===== config.mk =====
export PLATFORM = sky130hd
export DESIGN_NAME = mod_button_event
export DESIGN_NICKNAME = d
export VERILOG_FILES = /design/src/rtl/mod_button_event.sv
export SDC_FILE = /design/constraint.sdc
export NUM_CORES = 1
export LEC_CHECK = 0
export ABC_AREA = 1
export BUFFER_PORTS_ARGS = -buffer_cell sky130_fd_sc_hd__buf_2
export CORE_MARGIN = 10
export CORE_UTILIZATION = 50
export CTS_BUF_LIST = sky130_fd_sc_hd__clkbuf_8
export DETAILED_ROUTE_END_ITERATION = 12
export PLACE_DENSITY = 0.71
export RECOVER_POWER = 50
export SETUP_SLACK_MARGIN = 0.2
export SLEW_MARGIN = 40
export SYNTH_ARGS = -nofsm -noshare
export SYNTH_HDL_FRONTEND = slang
export SYNTH_SLANG_ARGS = --single-unit

===== constraint.sdc =====
create_clock -name clk_i -period 1.3 [get_ports clk_i]
set_input_delay 0.065 -clock clk_i [delete_from_list [all_inputs] [get_ports clk_i]]
set_output_delay 0.065 -clock clk_i [all_outputs]
set_load 0.05 [all_outputs]

===== src/rtl/mod_button_event.sv =====
// Button gesture classifier: debounced level -> one-cycle short/double/long strobes, timed in tick_i units.
// Defining MOD_BUTTON_EVENT_REPEAT_EN adds auto-repeat strobes on repeat_o while held after a long press.
module mod_button_event #(
  parameter int unsigned LONG_MS   = 800,
  parameter int unsigned DBL_MS    = 300,
  parameter int unsigned REPEAT_MS = 200,
  parameter logic        ACT_LVL   = 1'b1
) (
  input  logic clk_i,
  input  logic rst_i,
  input  logic tick_i,
  input  logic pin_i,
  output logic pressed_o,
  output logic short_o,
  output logic double_o,
  output logic long_o,
  output logic repeat_o,
  output logic busy_o
);

  localparam int unsigned MAX_A  = (LONG_MS > DBL_MS) ? LONG_MS : DBL_MS;
  localparam int unsigned MAX_MS = (MAX_A > REPEAT_MS) ? MAX_A : REPEAT_MS;
  localparam int unsigned CW     = $clog2(MAX_MS + 1);

  localparam logic [CW-1:0] C_LONG = CW'(LONG_MS - 1);
  localparam logic [CW-1:0] C_DBL  = CW'(DBL_MS - 1);
`ifdef MOD_BUTTON_EVENT_REPEAT_EN
  localparam logic [CW-1:0] C_REP  = CW'(REPEAT_MS - 1);
`endif

  if (LONG_MS < 2 || DBL_MS < 2 || REPEAT_MS < 2) begin : g_bad_param
    $error("mod_button_event: LONG_MS, DBL_MS and REPEAT_MS must all be >= 2");
  end

  typedef enum logic [2:0] {
    S_IDLE,
    S_PRESS1,
    S_GAP,
    S_PRESS2,
    S_HELD
  } state_t;

  logic          r_sync1;
  logic          r_sync2;
  logic          r_p;
  state_t        r_state;
  state_t        w_nxt;
  logic [CW-1:0] r_cnt;
  logic [CW-1:0] w_cnt_nxt;
  logic          w_run;
  logic          w_short;
  logic          w_dbl;
  logic          w_long;
  logic          w_rep;
  logic          r_short;
  logic          r_dbl;
  logic          r_long;
  logic          r_rep;
  logic          r_busy;

  always_comb begin
    w_nxt   = r_state;
    w_run   = 1'b0;
    w_short = 1'b0;
    w_dbl   = 1'b0;
    w_long  = 1'b0;
    w_rep   = 1'b0;
    case (r_state)
      S_IDLE: begin
        if (r_p) w_nxt = S_PRESS1;
      end
      S_PRESS1: begin
        w_run = 1'b1;
        // A release in the threshold cycle beats the long-press decision.
        if (!r_p) begin
          w_nxt = S_GAP;
        end else if (tick_i && r_cnt == C_LONG) begin
          w_long = 1'b1;
          w_nxt  = S_HELD;
        end
      end
      S_GAP: begin
        w_run = 1'b1;
        if (r_p) begin
          w_nxt = S_PRESS2;
        end else if (tick_i && r_cnt == C_DBL) begin
          w_short = 1'b1;
          w_nxt   = S_IDLE;
        end
      end
      S_PRESS2: begin
        w_run = 1'b1;
        if (!r_p) begin
          w_dbl = 1'b1;
          w_nxt = S_IDLE;
        end else if (tick_i && r_cnt == C_LONG) begin
          w_dbl = 1'b1;
          w_nxt = S_HELD;
        end
      end
      S_HELD: begin
        if (!r_p) begin
          w_nxt = S_IDLE;
        end
`ifdef MOD_BUTTON_EVENT_REPEAT_EN
        else begin
          w_run = 1'b1;
          if (tick_i && r_cnt == C_REP) w_rep = 1'b1;
        end
`endif
      end
      default: w_nxt = S_IDLE;
    endcase
  end

  // Any state change (or a repeat strobe) restarts the interval; saturate instead of wrapping.
  always_comb begin
    w_cnt_nxt = r_cnt;
    if (w_nxt != r_state || w_rep) begin
      w_cnt_nxt = '0;
    end else if (w_run && tick_i && r_cnt != {CW{1'b1}}) begin
      w_cnt_nxt = r_cnt + CW'(1);
    end
  end

  always_ff @(posedge clk_i) begin
    if (rst_i) begin
      r_sync1 <= ~ACT_LVL;
      r_sync2 <= ~ACT_LVL;
      r_p     <= 1'b0;
      r_state <= S_IDLE;
      r_cnt   <= '0;
      r_busy  <= 1'b0;
      r_short <= 1'b0;
      r_dbl   <= 1'b0;
      r_long  <= 1'b0;
      r_rep   <= 1'b0;
    end else begin
      r_sync1 <= pin_i;
      r_sync2 <= r_sync1;
      r_p     <= (r_sync2 == ACT_LVL);
      r_state <= w_nxt;
      r_cnt   <= w_cnt_nxt;
      r_busy  <= (w_nxt != S_IDLE);
      r_short <= w_short;
      r_dbl   <= w_dbl;
      r_long  <= w_long;
      r_rep   <= w_rep;
    end
  end

  assign pressed_o = r_p;
  assign short_o   = r_short;
  assign double_o  = r_dbl;
  assign long_o    = r_long;
  assign repeat_o  = r_rep;
  assign busy_o    = r_busy;

endmodule


# Word-level counts from Yosys, hierarchy flattened
# Cells that the tools add are included.
# Widths: inputs -> output; s select.
# totals
out_inout_bits	6
inputBits	4
regBits	20
word_cells	45
# classes
add_sub_neg	1
reduce_logical	11
n_bitwise	4
n_eq_ne	8
n_mux	12
# op_table
operator	count
$mux 3	7
$pmux 3 s5	1
$add 10x1->10 const B	1
$eq 10x10->1 const B	1
$eq 10x9->1 const B	1
$ne 10x10->1 const B	1
$reduce_or 3->1	3
$eq 3x2->1 const B	2
$logic_and 1x1->1	4
$mux 1	4
$not 1->1	4
$reduce_or 2->1	2
$eq 3x1->1 const B	1
$eq 3x3->1 const B	1
$logic_not 3->1	1
$ne 3x3->1	1
$reduce_bool 3->1	1

# Depth between registers and ports, before layout
# Gate-level depths: netlist (run 1).
# depth
word_depth	7
ltp_mapped	10
mapped_depth_nobuf	10

# Worst setup path before layout (run 1)
# OpenSTA, ideal clock, no wires.
# synth_timing
path_kind	register -> register
startpoint	register r_p (netlist: pressed_o)
endpoint	register r_cnt[0]
path_slack_ps	-206
required_time_ps	1237
synth_period_minus_slack_ps	1506
n_path_buf	0
setup_ps	63
t_arrival_ps	1442
path_stages_with_launch	7
path_cell_list	dfxtp_1 -> inv_1 -> nor2_1 -> a21oi_1 -> nor2_2 -> nand2_4 -> nor2_2
# synth_via
elab_chain_cells	4
word_cells_on_any_way	8
classes_between	1 x eq/ne; 6 x mux; 1 x reduce/logical
# synth_lines
element	line_no	rtl
start, declared	45	logic r_p;
start signal, assigned	141	r_p <= (r_sync2 == ACT_LVL);
$mux 3, on equally long branches	--	
$pmux 3 s5 (*)	68	case (r_state)
$ne 3x3->1 (*)	119	if (w_nxt != r_state || w_rep) begin
$reduce_or 2->1 (no line) (*)	--	
end signal, assigned	143	r_cnt <= w_cnt_nxt;
end, declared	48	logic [CW-1:0] r_cnt;
# Every way passes the cells marked *; elsewhere a longest branch is shown, timed or not.
# A chain may end at the register's enable or synchronous reset.

# Worst setup path in the final report (run 1)
# layout_timing
startpoint	register r_cnt[0]
endpoint	register r_cnt[4]
# layout_via
elab_chain_cells	7
word_cells_on_any_way	15
classes_between	1 x add/sub; 4 x eq/ne; 6 x mux; 4 x reduce/logical
# layout_lines
element	line_no
$eq 10x10->1 or $eq 10x9->1 (tied branches)	77, 96, 86
$logic_and 1x1->1, on equally long branches	77, 96, 86
$mux 3, on equally long branches	77, 96, 86
$mux 3, on equally long branches	93, 75, 84
$pmux 3 s5	68
$ne 3x3->1	119
$reduce_or 2->1 (no line)	--
# Parallel ways exist; a longest one is shown, timed or not.

==> impl_metrics.env, run 1 <==
export IMPL_status="finished with violations"
export IMPL_violations="negative setup slack"
export IMPL_slowest_delay_ns=0.36
export IMPL_grt_max_degree=13
export IMPL_initialDrtViolationCount=102
export IMPL_num_antenna_cells=0
export IMPL_antenna_found_initial=0
export IMPL_die_area_um2=4670
export IMPL_fp_dieH_um=68.3
export IMPL_layout_common_cells="36 x nand2_1, 28 x inv_1, 28 x buf_4"
export IMPL_cp_end_kind="flip-flop"
export IMPL_p_leak_nw=0.697
export IMPL_drive_gt1_share_pct=43.1
export IMPL_cpMaxStageDelayCell="dfxtp_2"
export IMPL_syn_nets=173
export IMPL_cp_start_kind="flip-flop"
export IMPL_hold_class="input pin to flip-flop"
export IMPL_clk_pin_slew_ns=0.08
export IMPL_synth_seq_cells=20
export IMPL_ys_types=28
export IMPL_required_ns=1.46
export IMPL_cts_sinks=20
export IMPL_wl_met1_mm=1.36
export IMPL_cts_made_buffers=3
export IMPL_cts_max_level=1
export IMPL_placement_io_buffers=8
export IMPL_wl_per_cell_um=13.0
export IMPL_route_vias_total=1188
export IMPL_reg2reg_slack_ns=-0.09
export IMPL_syn_to_final_growth_pct=39.2
export IMPL_final_util_pct=73.5
export IMPL_drv_cap=0
export IMPL_fin_nets=215
export IMPL_grt_pass1_vias=1164
export IMPL_grt_pass1_wl_mm=5.06
export IMPL_synth_avg_cell_area_um2=6.96
export IMPL_netlist_area_um2=1170
export IMPL_slew_viol_final=0
export IMPL_pin_count=10
export IMPL_crit_family="simple AND/OR/NAND/NOR gates"
export IMPL_cp_num_buf_inv=0
export IMPL_firstDrtPassIters=4
export IMPL_synth_cells=168
export IMPL_core_um2=2210
export IMPL_fin_crit_sh_pct=107
export IMPL_finalHoldViolCount=0
export IMPL_rsz0062_at_grt="true"
export IMPL_row_count=17
export IMPL_ys_warn_count=0
export IMPL_overflow=0
export IMPL_powerDensity_nw_per_um2=833
export IMPL_fin_setup_tns_ns=-1.01
export IMPL_setup_violations=16
export IMPL_ant_nets=0
export IMPL_period_needed_ns=1.39
export IMPL_met3_length_um=189
export IMPL_met2_length_mm=1.44
export IMPL_crit_chain="ha_4 > nand2_4 > nor2_4 > nand3_4 > a21oi_2 > nor2_4 > nand2_4 > nor2_2"
export IMPL_tritoncts="done"
export IMPL_die_width_um=68.3
export IMPL_cp_arrival_ns=1.55
export IMPL_fin_ws_ns=-0.0868
export IMPL_relSlewSlack_pct=60.1
export IMPL_insertion_delay_ns=0.26
export IMPL_grtUsageTotal_pct=13.9
export IMPL_vdd_ir_drop_max_mv=0.559
export IMPL_drc_errors=0
export IMPL_worstMarginPinSlew_ns=0.602
export IMPL_wirelength_mm=3.09
export IMPL_clock_root_buffer="clkbuf_8"
export IMPL_highest_layer="met4"
export IMPL_ys_seq_area_share_pct=34.3
export IMPL_critPathKind="flip-flop to flip-flop"
export IMPL_fin_skew_ns=0.000764
export IMPL_worst_path_max_fanout=5
export IMPL_hpwl_mm=2.07
export IMPL_start_util_pct=52.8
export IMPL_gp_congestion=0.902
export IMPL_vias_per_cell=5.01
export IMPL_cts_buffer_depth=2
export IMPL_clock_fmax_ghz=0.721
export IMPL_final_common_cell="nand2_1"
## power by group
group	switching [mW]	total, mW	internal (mW)
Sequential	0.00459	0.622	0.617
Clock	0.218	0.629	0.411
Combinational	0.0709	0.104	0.0333
Total	0.294	1.36	1.06
## cells in the mapped netlist, drive strengths merged
master / instances / area share [%]
nand2: 46 / 17
xor2: 6 / 5.1
a21oi: 4 / 1.7
buf: 3 / 1.7
nand3: 9 / 4.7
dfxtp: 20 / 34
ha: 1 / 1.1
nand4: 4 / 2.1
nor4: 1 / 0.54
o21ai: 3 / 1.3
o211ai: 1 / 1.1
xnor2: 2 / 1.5
nor3: 3 / 2.7
nor2: 31 / 14
inv: 32 / 10
conb: 1 / 0.32
a211oi: 1 / 0.64
## routing by layer
layer,GRT usage [%],vias up
li1,-,586
met1,17.7,553
met2,22.2,38
met3,2.12,11
met4,7.04,0
met5,0,-
## flip-flops by register name, summed over array words and instances, names as in the netlist
name       count
r_cnt         10
r_sync2        1
double_o       1
short_o        1
r_state        3
long_o         1
busy_o         1
pressed_o      1
r_sync1        1
## cell type report
type	instances	area (µm²)
Timing Repair Buffer	38	270
Fill cell	168	586
Clock inverter	1	30.0
Multi-Input combinational cell	115	718
Sequential cell	20	412
Inverter	32	120
Tap cell	28	35.0
Clock buffer	3	41.3
## per-stage QoR
stage          cells  hold WS, ns  total power [mW]  worst slack, ns  cell area (µm²)
6_report         237       0.0704              1.36          -0.0868             1630
5_1_grt          237       0.0627              1.41           -0.178             1630
4_1_cts          234       0.0601              1.36          -0.0570             1600
3_5_place_dp     225        0.275             0.724          -0.0933             1430
3_3_place_gp     225        0.268             0.723          -0.0601             1430
2_1_floorplan    168        0.127             0.698          -0.0127             1200
## what timing repair did
item | in CTS | in global routing
resized for setup | 14 | 4
endpoints found under the hold margin | 1 | 0
buffers inserted | 3 | 2
gates cloned | 1 | 1
pin swaps | 2 | 1
hold buffers | 1 | 0
setup endpoints to repair | 16 | 17
## cells by family after synthesis
logic type      after synthesis  synth area share [%]
fa+ha+maj                     1                  1.07
other cells                   1                 0.321
buf+inv                      35                  12.0
simple gates                 94                  41.0
compound gates                9                  4.71
xor+xnor                      8                  6.64
flops                        20                  34.3
## path summary, 6_finish.rpt
check,endpoint,start,cells past startpoint
setup / recovery,r_cnt[4],r_cnt[0],8
hold / removal,pressed_o,rst_i,2
setup reg to reg,r_cnt[4],r_cnt[0],8
hold reg to reg,pressed_o,r_sync2,2
No activity file was read; power rests on OpenSTA's default activity.
==> run 2, diff against run 1 <==
==> constraint.sdc (replaced) <==
create_clock -name clk_i -period 1.15 [get_ports clk_i]
set_input_delay 0.0575 -clock clk_i [delete_from_list [all_inputs] [get_ports clk_i]]
set_output_delay 0.0575 -clock clk_i [all_outputs]
set_load 0.05 [all_outputs]
==> run 2 against run 1 <==
The run still ends with negative setup slack left. Setup slack worse by 0.22 ns. Critical path depth is 2 higher. Global-route usage is 2.0 points higher. Register-to-register slack worse by 0.22 ns. Utilization grew 6.5 points. Count of clock-buffer cells in the layout stayed put. Critical path type unchanged. Largest cell class unchanged. Highest routed layer unchanged.
==> impl_metrics.env, run 2 (synthesis results as in run 1) <==
export IMPL_largest_reg_flops=10
export IMPL_grtUsageTotal_pct=15.9
export IMPL_hpwl_mm=2.22
export IMPL_drv_cap=0
export IMPL_drive_gt1_share_pct=46.6
export IMPL_row_count=17
export IMPL_fin_ws_ns=-0.305
export IMPL_core_um2=2210
export IMPL_wl_per_cell_um=14.4
export IMPL_wirelength_mm=3.58
export IMPL_clock_root_buffer="clkbuf_8"
export IMPL_start_util_pct=52.8
export IMPL_die_width_um=68.3
export IMPL_finalHoldViolCount=0
export IMPL_vias_per_cell=5.08
export IMPL_powerDensity_nw_per_um2=880
export IMPL_drc_errors=0
export IMPL_power_total_mw=1.56
export IMPL_dpl_worst_slack_ns=-0.252
export IMPL_setup_violations=17
export IMPL_internal_power_mw=1.21
export IMPL_die_area_um2=4670
export IMPL_critPathKind="flip-flop to flip-flop"
export IMPL_hold_class="input pin to flip-flop"
export IMPL_final_util_pct=80.0
export IMPL_rsz0062_at_grt="true"
export IMPL_grt_pass1_wl_mm=5.70
export IMPL_cp_arrival_ns=1.62
export IMPL_power_frac_clock_pct=46.0
export IMPL_pin_count=10
export IMPL_antenna_found_initial=0
export IMPL_dpl_cell_area_um2=1530
export IMPL_numPlacedInstances=237
export IMPL_violations="negative setup slack"
export IMPL_switching_share_pct=22.3
export IMPL_period_needed_ns=1.45
export IMPL_overflow=0
export IMPL_status="finished with violations"
export IMPL_fin_skew_ns=0.00185
export IMPL_regMostFlops="r_cnt"
export IMPL_clock_fmax_ghz=0.687
export IMPL_fin_hold_ws_ns=0.0691
export IMPL_num_antenna_cells=0
export IMPL_insertion_delay_ns=0.26
export IMPL_fin_nets=227
export IMPL_grt_max_degree=13
export IMPL_cts_sinks=20
export IMPL_comb_power_share_pct=8.9
export IMPL_cts_made_buffers=3
export IMPL_finalInstanceArea_um2=1770
export IMPL_firstDrtPassIters=4
export IMPL_route_vias_total=1264
export IMPL_cts_max_level=1
export IMPL_cp_start_kind="flip-flop"
export IMPL_slew_viol_final=0
export IMPL_initialDrtViolationCount=120
export IMPL_pwr_share_seq_pct=45.1
export IMPL_required_ns=1.31
export IMPL_final_cells=249
export IMPL_fp_dieH_um=68.3
export IMPL_worst_path_max_fanout=5
export IMPL_reg_top3="r_cnt: 10 flops, r_state: 3 flops"
export IMPL_gp_congestion=0.884
export IMPL_syn_to_final_growth_pct=51.5
export IMPL_cp_end_kind="flip-flop"
export IMPL_power_switching_uw=348
export IMPL_grt_pass1_vias=1271
export IMPL_clk_pin_slew_ns=0.08
export IMPL_p_leak_nw=0.770
export IMPL_fin_crit_sh_pct=126
export IMPL_final_common_cell="buf_4"
export IMPL_cts_buffer_depth=2
export IMPL_ant_nets=0
export IMPL_placement_io_buffers=8
export IMPL_vdd_ir_drop_max_mv=0.685
export IMPL_layout_common_cells="37 x buf_4, 34 x nand2_1, 28 x inv_1"
export IMPL_tritoncts="done"
export IMPL_fin_setup_tns_ns=-4.26
==> run 2: cell types whose count changed in the layout (fill, tap and decap cells not counted), sizes merged <==
cell / delta
nand2: -1
buf: +13
==> run 2: final cells by class <==
class	count	area (µm²)
sequential	20	408
clock buffer	3	41.3
clock inverter	1	30.0
fill	134	442
multi-input combinational	114	742
timing repair buffer	51	394
tap	28	35.0
inverter	32	120
==> run 2: repair_timing <==
| item | 4_1_cts | 5_1_grt |
|---|---|---|
| hold buffers | 1 | 0 |
| pin swaps | 2 | 2 |
| endpoints found under the hold margin | 1 | 0 |
| gates cloned | 1 | 0 |
| resized for setup | 18 | 9 |
| setup buffers | 5 | 1 |
| endpoints found under the setup margin | 18 | 18 |
==> run 2: routing by layer <==
layer	vias to the layer above	share of wire, %	track usage [%]	routed length (µm)
li1	612	-	-	-
met3	13	6.8	4.40	243
met4	0	2.8	8.29	100
met2	53	48	26.6	1730
met5	-	0	0	0
met1	586	42	18.0	1500
==> run 2: final timing paths <==
path | endpoint | slack [ns] | cells after the start | from
min | pressed_o | 0.07 | 2 | rst_i
max reg2reg | r_cnt[7] | -0.30 | 10 | r_cnt[1]
min reg2reg | r_sync2 | 0.41 | 2 | r_sync1
max | r_cnt[7] | -0.30 | 10 | r_cnt[1]
==> run 2: power groups by stage <==
| stage | registers [mW] | logic, mW | clock network, mW |
|---|---|---|---|
| 2_1_floorplan | 0.727 | 0.0629 | 0 |
| 3_3_place_gp | 0.718 | 0.103 | 0 |
| 3_5_place_dp | 0.719 | 0.106 | 0 |
| 4_1_cts | 0.702 | 0.130 | 0.722 |
| 5_1_grt | 0.704 | 0.148 | 0.769 |
| 6_report | 0.702 | 0.139 | 0.717 |
==> run 2: worst max-delay path: stages (launching register included) <==
cell	delay (ns)
dfxtp_2	0.37
ha_4	0.17
nand2_4	0.06
nor2_4	0.14
nand3_4	0.14
nand2_2	0.10
nand2_2	0.05
nand2_2	0.09
nor2_4	0.06
nand2_4	0.12
nor2_2	0.05
==> run 3, diff against run 2 <==
--- a/config.mk
+++ b/config.mk
@@ -14,7 +14,7 @@
 export PLACE_DENSITY = 0.71
 export RECOVER_POWER = 50
 export SETUP_SLACK_MARGIN = 0.2
-export SLEW_MARGIN = 40
+export SLEW_MARGIN = 20
 export SYNTH_ARGS = -nofsm -noshare
 export SYNTH_HDL_FRONTEND = slang
 export SYNTH_SLANG_ARGS = --single-unit
==> constraint.sdc (replaced) <==
create_clock -name clk_i -period 1.15 [get_ports clk_i]
set_input_delay 0 -clock clk_i [delete_from_list [all_inputs] [get_ports clk_i]]
set_output_delay 0 -clock clk_i [all_outputs]
set_load 0.05 [all_outputs]
==> run 3 against run 2 <==
The run still ends with negative setup slack left. Sequential power barely moved. Via count up 0.16%. Wire length shrank 3.8%. Count of clock-buffer cells in the layout unchanged. Power decreased by 0.26%. Setup slack better by 0.019 ns. Critical endpoint is now r_cnt[4].
==> impl_metrics.env, run 3 (synthesis results as in run 1) <==
export IMPL_grt_pass1_vias=1223
export IMPL_switching_share_pct=22.1
export IMPL_power_switching_uw=343
export IMPL_finalHoldViolCount=0
export IMPL_rsz0062_at_grt="true"
export IMPL_final_util_pct=79.6
export IMPL_p_leak_nw=0.765
export IMPL_cts_buffer_depth=2
export IMPL_antenna_found_initial=0
export IMPL_cp_end_kind="flip-flop"
export IMPL_grtUsageTotal_pct=16.1
export IMPL_die_width_um=68.3
export IMPL_cts_made_buffers=3
export IMPL_grt_pass1_wl_mm=5.78
export IMPL_drive_gt1_share_pct=46.4
export IMPL_critPathKind="flip-flop to flip-flop"
export IMPL_vias_per_cell=5.06
export IMPL_placement_io_buffers=8
export IMPL_powerDensity_nw_per_um2=883
export IMPL_internal_power_mw=1.21
export IMPL_regMostFlops="r_cnt"
export IMPL_final_common_cell="buf_4"
export IMPL_clock_root_buffer="clkbuf_8"
export IMPL_dpl_worst_slack_ns=-0.252
export IMPL_num_antenna_cells=0
export IMPL_comb_power_share_pct=8.8
export IMPL_violations="negative setup slack"
export IMPL_grt_max_degree=13
export IMPL_fin_skew_ns=0.00426
export IMPL_drc_errors=0
export IMPL_layout_common_cells="40 x buf_4, 34 x nand2_1, 28 x inv_1"
export IMPL_route_vias_total=1266
export IMPL_reg_top3="r_cnt: 10 flops, r_state: 3 flops"
export IMPL_cp_arrival_ns=1.60
export IMPL_fin_hold_ws_ns=0.143
export IMPL_slew_viol_final=0
export IMPL_power_total_mw=1.55
export IMPL_worst_path_max_fanout=5
export IMPL_initialDrtViolationCount=75
export IMPL_wirelength_mm=3.44
export IMPL_clock_fmax_ghz=0.697
export IMPL_largest_reg_flops=10
export IMPL_cts_sinks=20
export IMPL_pin_count=10
export IMPL_overflow=0
export IMPL_tritoncts="done"
export IMPL_clk_pin_slew_ns=0.08
export IMPL_die_area_um2=4670
export IMPL_vdd_ir_drop_max_mv=0.667
export IMPL_finalInstanceArea_um2=1760
export IMPL_fin_crit_sh_pct=125
export IMPL_dpl_cell_area_um2=1530
export IMPL_fin_nets=228
export IMPL_drv_cap=0
export IMPL_syn_to_final_growth_pct=50.6
export IMPL_gp_congestion=0.884
export IMPL_cts_max_level=1
export IMPL_start_util_pct=52.8
export IMPL_wl_per_cell_um=13.8
export IMPL_firstDrtPassIters=4
export IMPL_core_um2=2210
export IMPL_hpwl_mm=2.22
export IMPL_status="finished with violations"
export IMPL_required_ns=1.31
export IMPL_insertion_delay_ns=0.26
export IMPL_pwr_share_seq_pct=45.2
export IMPL_power_frac_clock_pct=46.0
export IMPL_period_needed_ns=1.44
export IMPL_fin_ws_ns=-0.286
export IMPL_setup_violations=17
export IMPL_ant_nets=0
export IMPL_cp_start_kind="flip-flop"
export IMPL_row_count=17
export IMPL_fp_dieH_um=68.3
export IMPL_hold_class="input pin to flip-flop"
## run 3: final timing paths
kind         startpoint   endpoint  slack (ns)  cells past startpoint
min reg2reg     r_sync2  pressed_o        0.41                      2
min               rst_i     busy_o        0.14                      4
max            r_cnt[5]   r_cnt[4]       -0.29                     10
max reg2reg    r_cnt[5]   r_cnt[4]       -0.29                     10
## run 3: power by group through the flow
| stage | registers, mW | logic, mW | clock network (mW) |
|---|---|---|---|
| floorplan | 0.727 | 0.0629 | 0 |
| global placement | 0.718 | 0.103 | 0 |
| detailed placement | 0.719 | 0.106 | 0 |
| CTS | 0.702 | 0.131 | 0.722 |
| global route | 0.704 | 0.147 | 0.767 |
| finish | 0.703 | 0.136 | 0.715 |
## run 3: layer usage
metal	part of all wire, %	up-vias	track usage, %
li1	-	615	-
met1	42	580	20.0
met2	47	54	26.3
met3	7.4	17	3.59
met4	4.1	0	6.28
met5	0	-	0
## run 3: area by class of cell
class,instances,area (µm²)
clock inverter,1,30.0
inverter,32,120
fill,145,452
sequential,20,409
tap,28,35.0
clock buffer,3,41.3
multi-input combinational,114,737
timing repair buffer,52,388
## run 3: stage by stage
step | setup TNS [ns] | cells
floorplan | -1.63 | 168
global placement | -2.18 | 237
detailed placement | -3.00 | 237
CTS | -3.02 | 249
global route | -5.36 | 250
finish | -3.96 | 250
## run 3: repair_timing
| action | CTS | global route |
|---|---|---|
| resized for setup | 15 | 8 |
| endpoints found under the setup margin | 18 | 18 |
| pin swaps | 2 | 1 |
| hold buffers | 2 | 0 |
| cloned | 1 | 0 |
| hold endpoints to repair | 5 | 0 |
| buffers inserted | 5 | 1 |
## run 3: worst max-delay path, stage by stage (launching register included)
cell and delay, ns:
dfxtp_1 0.37, inv_2 0.11, nand2_1 0.07, nor2_1 0.19, nand3_4 0.15, nand2_2 0.11, nand2_2 0.05, nand2_2 0.08
nor2_4 0.05, nand2_4 0.11, nor2_2 0.05
